$ cat src/rtl/rf_bank_req_queue_pkg.sv
// Shared types and constants for the register-file bank request queue.
// Entry layout is {slot, ocid, row}; slot 0 = source 1, slot 1 = source 2.
package rfq_pkg;

    localparam int DEPTH_DEF         = 8;
    localparam int ROW_W_DEF         = 3;
    localparam int OCID_W_DEF        = 3;
    localparam int DATA_W_DEF        = 256;
    localparam int MAX_WR_STREAK_DEF = 4;

    localparam int PTR_W = $clog2(DEPTH_DEF) + 1;

    localparam logic SLOT_SRC1 = 1'b0;
    localparam logic SLOT_SRC2 = 1'b1;

    typedef struct packed {
        logic                  slot;
        logic [OCID_W_DEF-1:0] ocid;
        logic [ROW_W_DEF-1:0]  row;
    } entry_t;

    function automatic int ptr_w(input int depth);
        return $clog2(depth) + 1;
    endfunction

    function automatic int entry_w(input int ocid_w, input int row_w);
        return 1 + ocid_w + row_w;
    endfunction

endpackage

$ cat src/rtl/rf_bank_req_queue_if.sv
// Bundle of OC push, CDB write, bank and response signals for rf_bank_req_queue.
// master = OC/CDB/bank side, slave = the queue itself.
interface rf_bank_req_queue_if #(
    parameter int DEPTH  = 8,
    parameter int ROW_W  = 3,
    parameter int OCID_W = 3,
    parameter int DATA_W = 256
);
    localparam int PW = $clog2(DEPTH) + 1;

    logic              push_valid;
    logic              push_two;
    logic [ROW_W-1:0]  src1_row;
    logic [OCID_W-1:0] src1_ocid;
    logic [ROW_W-1:0]  src2_row;
    logic [OCID_W-1:0] src2_ocid;
    logic              push_ready;
    logic              wr_valid;
    logic [ROW_W-1:0]  wr_row;
    logic [DATA_W-1:0] wr_data;
    logic              wr_ready;
    logic [ROW_W-1:0]  rf_addr;
    logic              rf_wr;
    logic              rf_rd;
    logic [DATA_W-1:0] rf_wdata;
    logic              rsp_valid;
    logic [OCID_W-1:0] rsp_ocid;
    logic              rsp_slot;
    logic [PW-1:0]     count;
    logic              full;
    logic              empty;

    modport master (
        output push_valid, push_two, src1_row, src1_ocid, src2_row, src2_ocid,
               wr_valid, wr_row, wr_data,
        input  push_ready, wr_ready, rf_addr, rf_wr, rf_rd, rf_wdata,
               rsp_valid, rsp_ocid, rsp_slot, count, full, empty
    );

    modport slave (
        input  push_valid, push_two, src1_row, src1_ocid, src2_row, src2_ocid,
               wr_valid, wr_row, wr_data,
        output push_ready, wr_ready, rf_addr, rf_wr, rf_rd, rf_wdata,
               rsp_valid, rsp_ocid, rsp_slot, count, full, empty
    );
endinterface

$ cat src/rtl/rf_bank_req_queue_storage.sv
// Queue entry array: two write ports (pair pushes) and one asynchronous read port.
// Entries are deliberately not reset.
module rfq_storage #(
    parameter int DEPTH = 8,
    parameter int W     = 7
) (
    input  logic                     clk,
    input  logic                     we0,
    input  logic [$clog2(DEPTH)-1:0] waddr0,
    input  logic [W-1:0]             wdata0,
    input  logic                     we1,
    input  logic [$clog2(DEPTH)-1:0] waddr1,
    input  logic [W-1:0]             wdata1,
    input  logic [$clog2(DEPTH)-1:0] raddr,
    output logic [W-1:0]             rdata
);
    logic [W-1:0] mem_r [DEPTH];

    // Entry writes; the two ports never target the same slot.
    always_ff @(posedge clk) begin
        if (we0) begin
            mem_r[waddr0] <= wdata0;
        end
        if (we1) begin
            mem_r[waddr1] <= wdata1;
        end
    end

    assign rdata = mem_r[raddr];
endmodule

$ cat src/rtl/rf_bank_req_queue.sv
// Per-bank RF request queue: buffers operand reads, arbitrates against CDB writes.
// Optional read-starvation guard enabled by defining RFQ_WR_STARVE_GUARD_EN.
module rf_bank_req_queue
    import rfq_pkg::*;
#(
    parameter int DEPTH         = DEPTH_DEF,
    parameter int ROW_W         = ROW_W_DEF,
    parameter int OCID_W        = OCID_W_DEF,
    parameter int DATA_W        = DATA_W_DEF,
    parameter int MAX_WR_STREAK = MAX_WR_STREAK_DEF
) (
    input logic                clk,
    input logic                rst,
    rf_bank_req_queue_if.slave bus
);
    localparam int PW = ptr_w(DEPTH);
    localparam int AW = PW - 1;
    localparam int EW = entry_w(OCID_W, ROW_W);

    logic [PW-1:0]     wr_ptr_r;
    logic [PW-1:0]     rd_ptr_r;
    logic [PW-1:0]     count_s;
    logic [PW-1:0]     wr_ptr_nxt_s;
    logic [PW-1:0]     push_n_s;
    logic              empty_s;
    logic              push_fire_s;
    logic              wr_ready_s;
    logic              wr_cyc_s;
    logic              rd_cyc_s;
    logic [EW-1:0]     ent1_s;
    logic [EW-1:0]     ent2_s;
    logic [EW-1:0]     head_s;
    logic              rsp_valid_r;
    logic              rsp_slot_r;
    logic [OCID_W-1:0] rsp_ocid_r;

    assign count_s      = wr_ptr_r - rd_ptr_r;
    assign empty_s      = (count_s == PW'(0));
    // Two free slots are always required so a pair is never split.
    assign bus.push_ready = (count_s <= PW'(DEPTH - 2));
    assign push_fire_s  = bus.push_valid & bus.push_ready;
    assign wr_ptr_nxt_s = wr_ptr_r + PW'(1);
    assign wr_cyc_s     = bus.wr_valid & wr_ready_s;
    assign rd_cyc_s     = ~wr_cyc_s & ~empty_s;

    assign ent1_s = {SLOT_SRC1, bus.src1_ocid, bus.src1_row};
    assign ent2_s = {SLOT_SRC2, bus.src2_ocid, bus.src2_row};

    rfq_storage #(.DEPTH(DEPTH), .W(EW)) u_storage (
        .clk    (clk),
        .we0    (push_fire_s),
        .waddr0 (wr_ptr_r[AW-1:0]),
        .wdata0 (ent1_s),
        .we1    (push_fire_s & bus.push_two),
        .waddr1 (wr_ptr_nxt_s[AW-1:0]),
        .wdata1 (ent2_s),
        .raddr  (rd_ptr_r[AW-1:0]),
        .rdata  (head_s)
    );

    // Number of entries added by this cycle's push.
    always_comb begin
        push_n_s = PW'(0);
        if (push_fire_s) begin
            push_n_s = bus.push_two ? PW'(2) : PW'(1);
        end else begin
            push_n_s = PW'(0);
        end
    end

    // Queue pointers.
    always_ff @(posedge clk) begin
        if (!rst) begin
            wr_ptr_r <= PW'(0);
            rd_ptr_r <= PW'(0);
        end else begin
            wr_ptr_r <= wr_ptr_r + push_n_s;
            rd_ptr_r <= rd_ptr_r + (rd_cyc_s ? PW'(1) : PW'(0));
        end
    end

`ifdef RFQ_WR_STARVE_GUARD_EN
    localparam int SW = $clog2(MAX_WR_STREAK + 1);
    logic [SW-1:0] streak_r;

    assign wr_ready_s = (streak_r != SW'(MAX_WR_STREAK));

    // Consecutive write cycles seen while reads are waiting.
    always_ff @(posedge clk) begin
        if (!rst) begin
            streak_r <= SW'(0);
        end else if (empty_s || !wr_cyc_s) begin
            streak_r <= SW'(0);
        end else begin
            streak_r <= streak_r + SW'(1);
        end
    end
`else
    assign wr_ready_s = 1'b1;
`endif

    // Bank port arbitration: CDB write wins, otherwise pop the head.
    always_comb begin
        bus.rf_wr   = 1'b0;
        bus.rf_rd   = 1'b0;
        bus.rf_addr = ROW_W'(0);
        if (wr_cyc_s) begin
            bus.rf_wr   = 1'b1;
            bus.rf_addr = bus.wr_row;
        end else if (!empty_s) begin
            bus.rf_rd   = 1'b1;
            bus.rf_addr = head_s[ROW_W-1:0];
        end else begin
            bus.rf_addr = ROW_W'(0);
        end
    end

    // Response tag lines up with bank read data one cycle after rf_rd.
    always_ff @(posedge clk) begin
        if (!rst) begin
            rsp_valid_r <= 1'b0;
            rsp_ocid_r  <= OCID_W'(0);
            rsp_slot_r  <= 1'b0;
        end else begin
            rsp_valid_r <= rd_cyc_s;
            rsp_ocid_r  <= head_s[ROW_W +: OCID_W];
            rsp_slot_r  <= head_s[EW-1];
        end
    end

    assign bus.wr_ready  = wr_ready_s;
    assign bus.rf_wdata  = bus.wr_data;
    assign bus.rsp_valid = rsp_valid_r;
    assign bus.rsp_ocid  = rsp_ocid_r;
    assign bus.rsp_slot  = rsp_slot_r;
    assign bus.count     = count_s;
    assign bus.empty     = empty_s;
    assign bus.full      = (count_s == PW'(DEPTH));
endmodule

$ cat src/flat_wrapper.sv
// flat-port wrapper written by rule: the top's interface ports become plain ports
module rf_bank_req_queue_flat import rfq_pkg::*;
#(
    parameter int DEPTH         = DEPTH_DEF,
    parameter int ROW_W         = ROW_W_DEF,
    parameter int OCID_W        = OCID_W_DEF,
    parameter int DATA_W        = DATA_W_DEF,
    parameter int MAX_WR_STREAK = MAX_WR_STREAK_DEF
)
  (clk, rst, bus_push_valid, bus_push_two, bus_src1_row, bus_src1_ocid, bus_src2_row, bus_src2_ocid, bus_wr_valid, bus_wr_row, bus_wr_data, bus_push_ready, bus_wr_ready, bus_rf_addr, bus_rf_wr, bus_rf_rd, bus_rf_wdata, bus_rsp_valid, bus_rsp_ocid, bus_rsp_slot, bus_count, bus_full, bus_empty);
  rf_bank_req_queue_if #(.DEPTH(DEPTH), .ROW_W(ROW_W), .OCID_W(OCID_W), .DATA_W(DATA_W)) bus_i ();
  input logic clk;
  input logic rst;
  input wire logic [$bits(bus_i.push_valid)-1:0] bus_push_valid;
  input wire logic [$bits(bus_i.push_two)-1:0] bus_push_two;
  input wire logic [$bits(bus_i.src1_row)-1:0] bus_src1_row;
  input wire logic [$bits(bus_i.src1_ocid)-1:0] bus_src1_ocid;
  input wire logic [$bits(bus_i.src2_row)-1:0] bus_src2_row;
  input wire logic [$bits(bus_i.src2_ocid)-1:0] bus_src2_ocid;
  input wire logic [$bits(bus_i.wr_valid)-1:0] bus_wr_valid;
  input wire logic [$bits(bus_i.wr_row)-1:0] bus_wr_row;
  input wire logic [$bits(bus_i.wr_data)-1:0] bus_wr_data;
  output wire logic [$bits(bus_i.push_ready)-1:0] bus_push_ready;
  output wire logic [$bits(bus_i.wr_ready)-1:0] bus_wr_ready;
  output wire logic [$bits(bus_i.rf_addr)-1:0] bus_rf_addr;
  output wire logic [$bits(bus_i.rf_wr)-1:0] bus_rf_wr;
  output wire logic [$bits(bus_i.rf_rd)-1:0] bus_rf_rd;
  output wire logic [$bits(bus_i.rf_wdata)-1:0] bus_rf_wdata;
  output wire logic [$bits(bus_i.rsp_valid)-1:0] bus_rsp_valid;
  output wire logic [$bits(bus_i.rsp_ocid)-1:0] bus_rsp_ocid;
  output wire logic [$bits(bus_i.rsp_slot)-1:0] bus_rsp_slot;
  output wire logic [$bits(bus_i.count)-1:0] bus_count;
  output wire logic [$bits(bus_i.full)-1:0] bus_full;
  output wire logic [$bits(bus_i.empty)-1:0] bus_empty;
  assign bus_i.push_valid = bus_push_valid;
  assign bus_i.push_two = bus_push_two;
  assign bus_i.src1_row = bus_src1_row;
  assign bus_i.src1_ocid = bus_src1_ocid;
  assign bus_i.src2_row = bus_src2_row;
  assign bus_i.src2_ocid = bus_src2_ocid;
  assign bus_i.wr_valid = bus_wr_valid;
  assign bus_i.wr_row = bus_wr_row;
  assign bus_i.wr_data = bus_wr_data;
  assign bus_push_ready = bus_i.push_ready;
  assign bus_wr_ready = bus_i.wr_ready;
  assign bus_rf_addr = bus_i.rf_addr;
  assign bus_rf_wr = bus_i.rf_wr;
  assign bus_rf_rd = bus_i.rf_rd;
  assign bus_rf_wdata = bus_i.rf_wdata;
  assign bus_rsp_valid = bus_i.rsp_valid;
  assign bus_rsp_ocid = bus_i.rsp_ocid;
  assign bus_rsp_slot = bus_i.rsp_slot;
  assign bus_count = bus_i.count;
  assign bus_full = bus_i.full;
  assign bus_empty = bus_i.empty;
  rf_bank_req_queue #(.DEPTH(DEPTH), .ROW_W(ROW_W), .OCID_W(OCID_W), .DATA_W(DATA_W), .MAX_WR_STREAK(MAX_WR_STREAK)) u_core (.clk(clk), .rst(rst), .bus(bus_i));
endmodule
$ cat config.mk
export PLATFORM = sky130hd
export DESIGN_NAME = rf_bank_req_queue_flat
export DESIGN_NICKNAME = d
export VERILOG_FILES = /design/src/rtl/rf_bank_req_queue_pkg.sv /design/src/rtl/rf_bank_req_queue_if.sv /design/src/rtl/rf_bank_req_queue_storage.sv /design/src/rtl/rf_bank_req_queue.sv /design/src/flat_wrapper.sv
export SDC_FILE = /design/constraint.sdc
export NUM_CORES = 1
export LEC_CHECK = 0
export CAP_MARGIN = 20
export CORE_AREA = 4 4 211 213
export DETAILED_ROUTE_END_ITERATION = 6
export DIE_AREA = 0 0 215 217
export GPL_TIMING_DRIVEN = 0
export PLACE_DENSITY_LB_ADDON = 0.08
export SLEW_MARGIN = 25
export SYNTH_ARGS = -nofsm -noshare
export SYNTH_HDL_FRONTEND = slang
export SYNTH_SLANG_ARGS = --single-unit
$ cat constraint.sdc
create_clock -name clk -period 3.9 [get_ports clk]
set_input_delay 0.975 -clock clk [delete_from_list [all_inputs] [get_ports clk]]
set_output_delay 0.975 -clock clk [all_outputs]
set_load 0.02 [all_outputs]
==> flow_summary.ini <==
[min_path]
hold_path_class = reg2reg

[timing]
post-route-min-period_ns = 3.70
drv_slew = 0
hold_ws_ns = 0.449
fin_setup_tns_ns = 0
worstMarginPinSlew_ns = 0.838
rsz0062_at_grt = true
fin_crit_sh_pct = 94.8
setup_viol = 0
setup_slack_ns = 0.202
slew_headroom_pct = 44.2
hold_viol = 0
fin_skew_ns = 0.0115
fmax_ghz = 0.270

[routing]
drt-total-wl_um = 41800
drtIter0Drc = 138
firstDrtPassIters = 5
routed_via_density = 3.41
post_drt_wl_per_cell_um = 30.1
ant_nets = 0
vias = 4739
post-route-drc-count = 0

[pwr]
powerDensity_mw_per_mm2 = 441
p_clk_share_pct = 19.4
combPwrFrac_pct = 54.8
power_mw = 4.14
vdd_drop_max_mv = 0.143
p_sw_mw = 1.71
switching_share_pct = 41.3
leakage_nw = 3.84
p_int_mw = 2.43
power.share.sequential_pct = 25.8

[yosys]
ys_ff_latch = 69
ys_seq_area_share_pct = 33.5
synth_top_area_share_pct = 35.0
syn_inst = 544
synthesis.area_mm2 = 0.00556
syn-num-nets = 830
synth_area_leaders = buf_4, edfxtp_1, dfxtp_1
synth.largest_area_cell = buf_4
yosysWarnings = 0
synth.distinct_cells = 41
synth.avg_cell_area_um2 = 10.2

[layout]
n_antenna_cell = 0
drive_gt1_share_pct = 38.8
layoutNonFillerInstCount = 1389
nNetsFinal = 1124
syn_to_final_growth_pct = 68.9

[clock_network]
cts-root-buf = clkbuf_16
cts_inserted_buffers = 9
insertion_delay_ns = 0.35
cts.hold.buffers_added = 0
clk_pin_slew_worst_paths_ns = 0.06
cts_sinks = 69
htreeDepth = 3
cts_buffer_depth = 2
cts_tree = done

[global_routing]
grtUsageTotal_pct = 17.0
globalRouteOverflowTotal = 0
grt_pass1_vias = 5263
grt_pass1_wl_um = 52800
grt_max_degree = 15
grt_antenna_before_repair = 7

[setup_path]
worstPathArrival_ns = 2.72
crit_type = reg2out
crit_end = bus_count[3]
required_ns = 2.92
worstSetupStartpointType = flip-flop
reg2reg_slack_ns = 0.78
timing.rr.start = u_core.rd_ptr_r[2]
end_kind = output port
crit_path_max_fanout = 10
reg2reg_depth = 12
crit_start = u_core.rd_ptr_r[2]
r2r_end = u_core.wr_ptr_r[2]

[die]
fp.coreArea_mm2 = 0.0427
fp-row-count = 76
die-area_mm2 = 0.0467
die_w_um = 215
die_h_um = 217
io_pins = 550
initial_core_util_pct = 13.0

[placed_design]
routabilityCongestion = 0.845
dpl.hpwl_um = 37100
port_buffers = 279
placedCellCount = 1369
place_ws_ns = -0.691

[job]
max_cap_violations = 0

[status]
status = complete, no violations
cells in the final DEF, fill, tap and decap left out, types with 3 or more instances in the layout:
cell and instances:
a21boi_0 4, a22o_1 48, and2_1 8, buf_1 13, buf_4 264, clkbuf_16 9
clkdlybuf4s50_1 272, dfxtp_1 17, dfxtp_2 3, dlygate4sd2_1 4, edfxtp_1 48, ha_1 8
inv_1 13, inv_6 4, mux2i_1 3, mux4_2 14, nand2_1 19, nand3_1 6
nand4_4 3, nor2_1 12, nor2_2 7, nor2_4 3, o21ai_0 4, o22ai_1 10
o31ai_1 3, xnor2_1 3, xor2_1 3
cell usage after synthesis, drive strengths merged:
library cell    n
a21o            1
nor3b           1
o22ai          10
o22a            1
a211o           1
conb            1
ha              8
or3             1
nor3            2
and4            1
o31ai           3
o21ba           1
a22o           48
a21boi          4
edfxtp         48
mux4           14
or2             2
xnor2           5
nand3           6
nand4           4
buf           275
a21oi           3
nand2b          2
nor2           22
clkbuf          3
nand2          19
fa              2
mux2i           4
and3            2
inv            13
o21ai           4
dfxtp          21
and2            8
xor2            4
worst max-delay path, cell delays in order (launching register included):
cell and delay, ns:
dfxtp_2 0.41, buf_4 0.23, inv_1 0.14, ha_1 0.38, nor2_2 0.09, a21oi_2 0.16, xor2_2 0.22, buf_4 0.16
clkdlybuf4s50_1 0.60
through the flow:
stage / util (%) / area, um^2
global route: 22.0 / 9390
floorplan: - / 5560
global placement: 21.2 / 9030
finish: 22.0 / 9390
detailed placement: 21.2 / 9030
CTS: 21.9 / 9360
worst min-delay path by stage:
stage / to / startpoint / slack, ns / cells after the start
final: u_core.u_storage.mem_r[6][6] / u_core.u_storage.mem_r[6][6] / 0.45 / 2
after global routing: u_core.u_storage.mem_r[5][6] / u_core.u_storage.mem_r[5][6] / 0.47 / 2
after CTS: u_core.u_storage.mem_r[6][6] / u_core.u_storage.mem_r[6][6] / 0.45 / 2
after detailed placement: u_core.u_storage.mem_r[6][6] / u_core.u_storage.mem_r[6][6] / 0.44 / 2
after global placement: u_core.u_storage.mem_r[5][6] / u_core.u_storage.mem_r[5][6] / 0.45 / 2
after floorplan: u_core.u_storage.mem_r[2][6] / u_core.u_storage.mem_r[2][6] / 0.43 / 2
power groups by stage:
stage	clock network, mW	logic (mW)	registers (mW)
3_5_place_dp	0	2.24	1.09
4_1_cts	0.831	2.26	1.08
6_report	0.805	2.27	1.07
3_3_place_gp	0	2.25	1.09
5_1_grt	0.859	2.46	1.09
2_1_floorplan	0	1.28	1.08
logic make-up after synthesis:
kind of cell,after synthesis,synth area share [%]
adder cells (fa/ha/maj),10,2.52
XOR/XNOR,9,1.55
flip-flops,69,33.5
AND/OR/NAND/NOR,70,7.68
other,1,0.0675
multiplexers,18,6.62
buffers and inverters,291,37.2
AO/OA/AOI/OAI,76,10.9
routing by layer:
metal / routed length (um) / share of wire (%) / global-route usage [%]
met1: 16100 / 39 / 19.5
met5: 81 / 0.19 / 0
met2: 17400 / 42 / 23.8
met3: 7840 / 19 / 15.8
met4: 374 / 0.90 / 2.62
state kept, by name (all words and copies together) (netlist names):
signal and count:
u_core.bus.rsp_slot 1, u_core.bus.rsp_ocid 3, u_core.u_storage.mem_r 56, u_core.bus.rsp_valid 1, u_core.rd_ptr_r 4, u_core.wr_ptr_r 4
timing repair:
item,CTS,global route
setup buffers,1,3
gates resized for setup,21,10
pin swaps,1,1
setup endpoints to repair,16,5
cell type report:
class | instances | area (um^2)
multi-input cells | 184 | 1660
inverters | 13 | 48.8
clock inverters | 7 | 55.1
clock buffers | 9 | 225
plain buffers | 278 | 2030
well taps | 546 | 683
fillers | 4655 | 33300
repair buffers | 283 | 2810
flip-flops and latches | 69 | 1870
(Power assumes the default switching activity.)
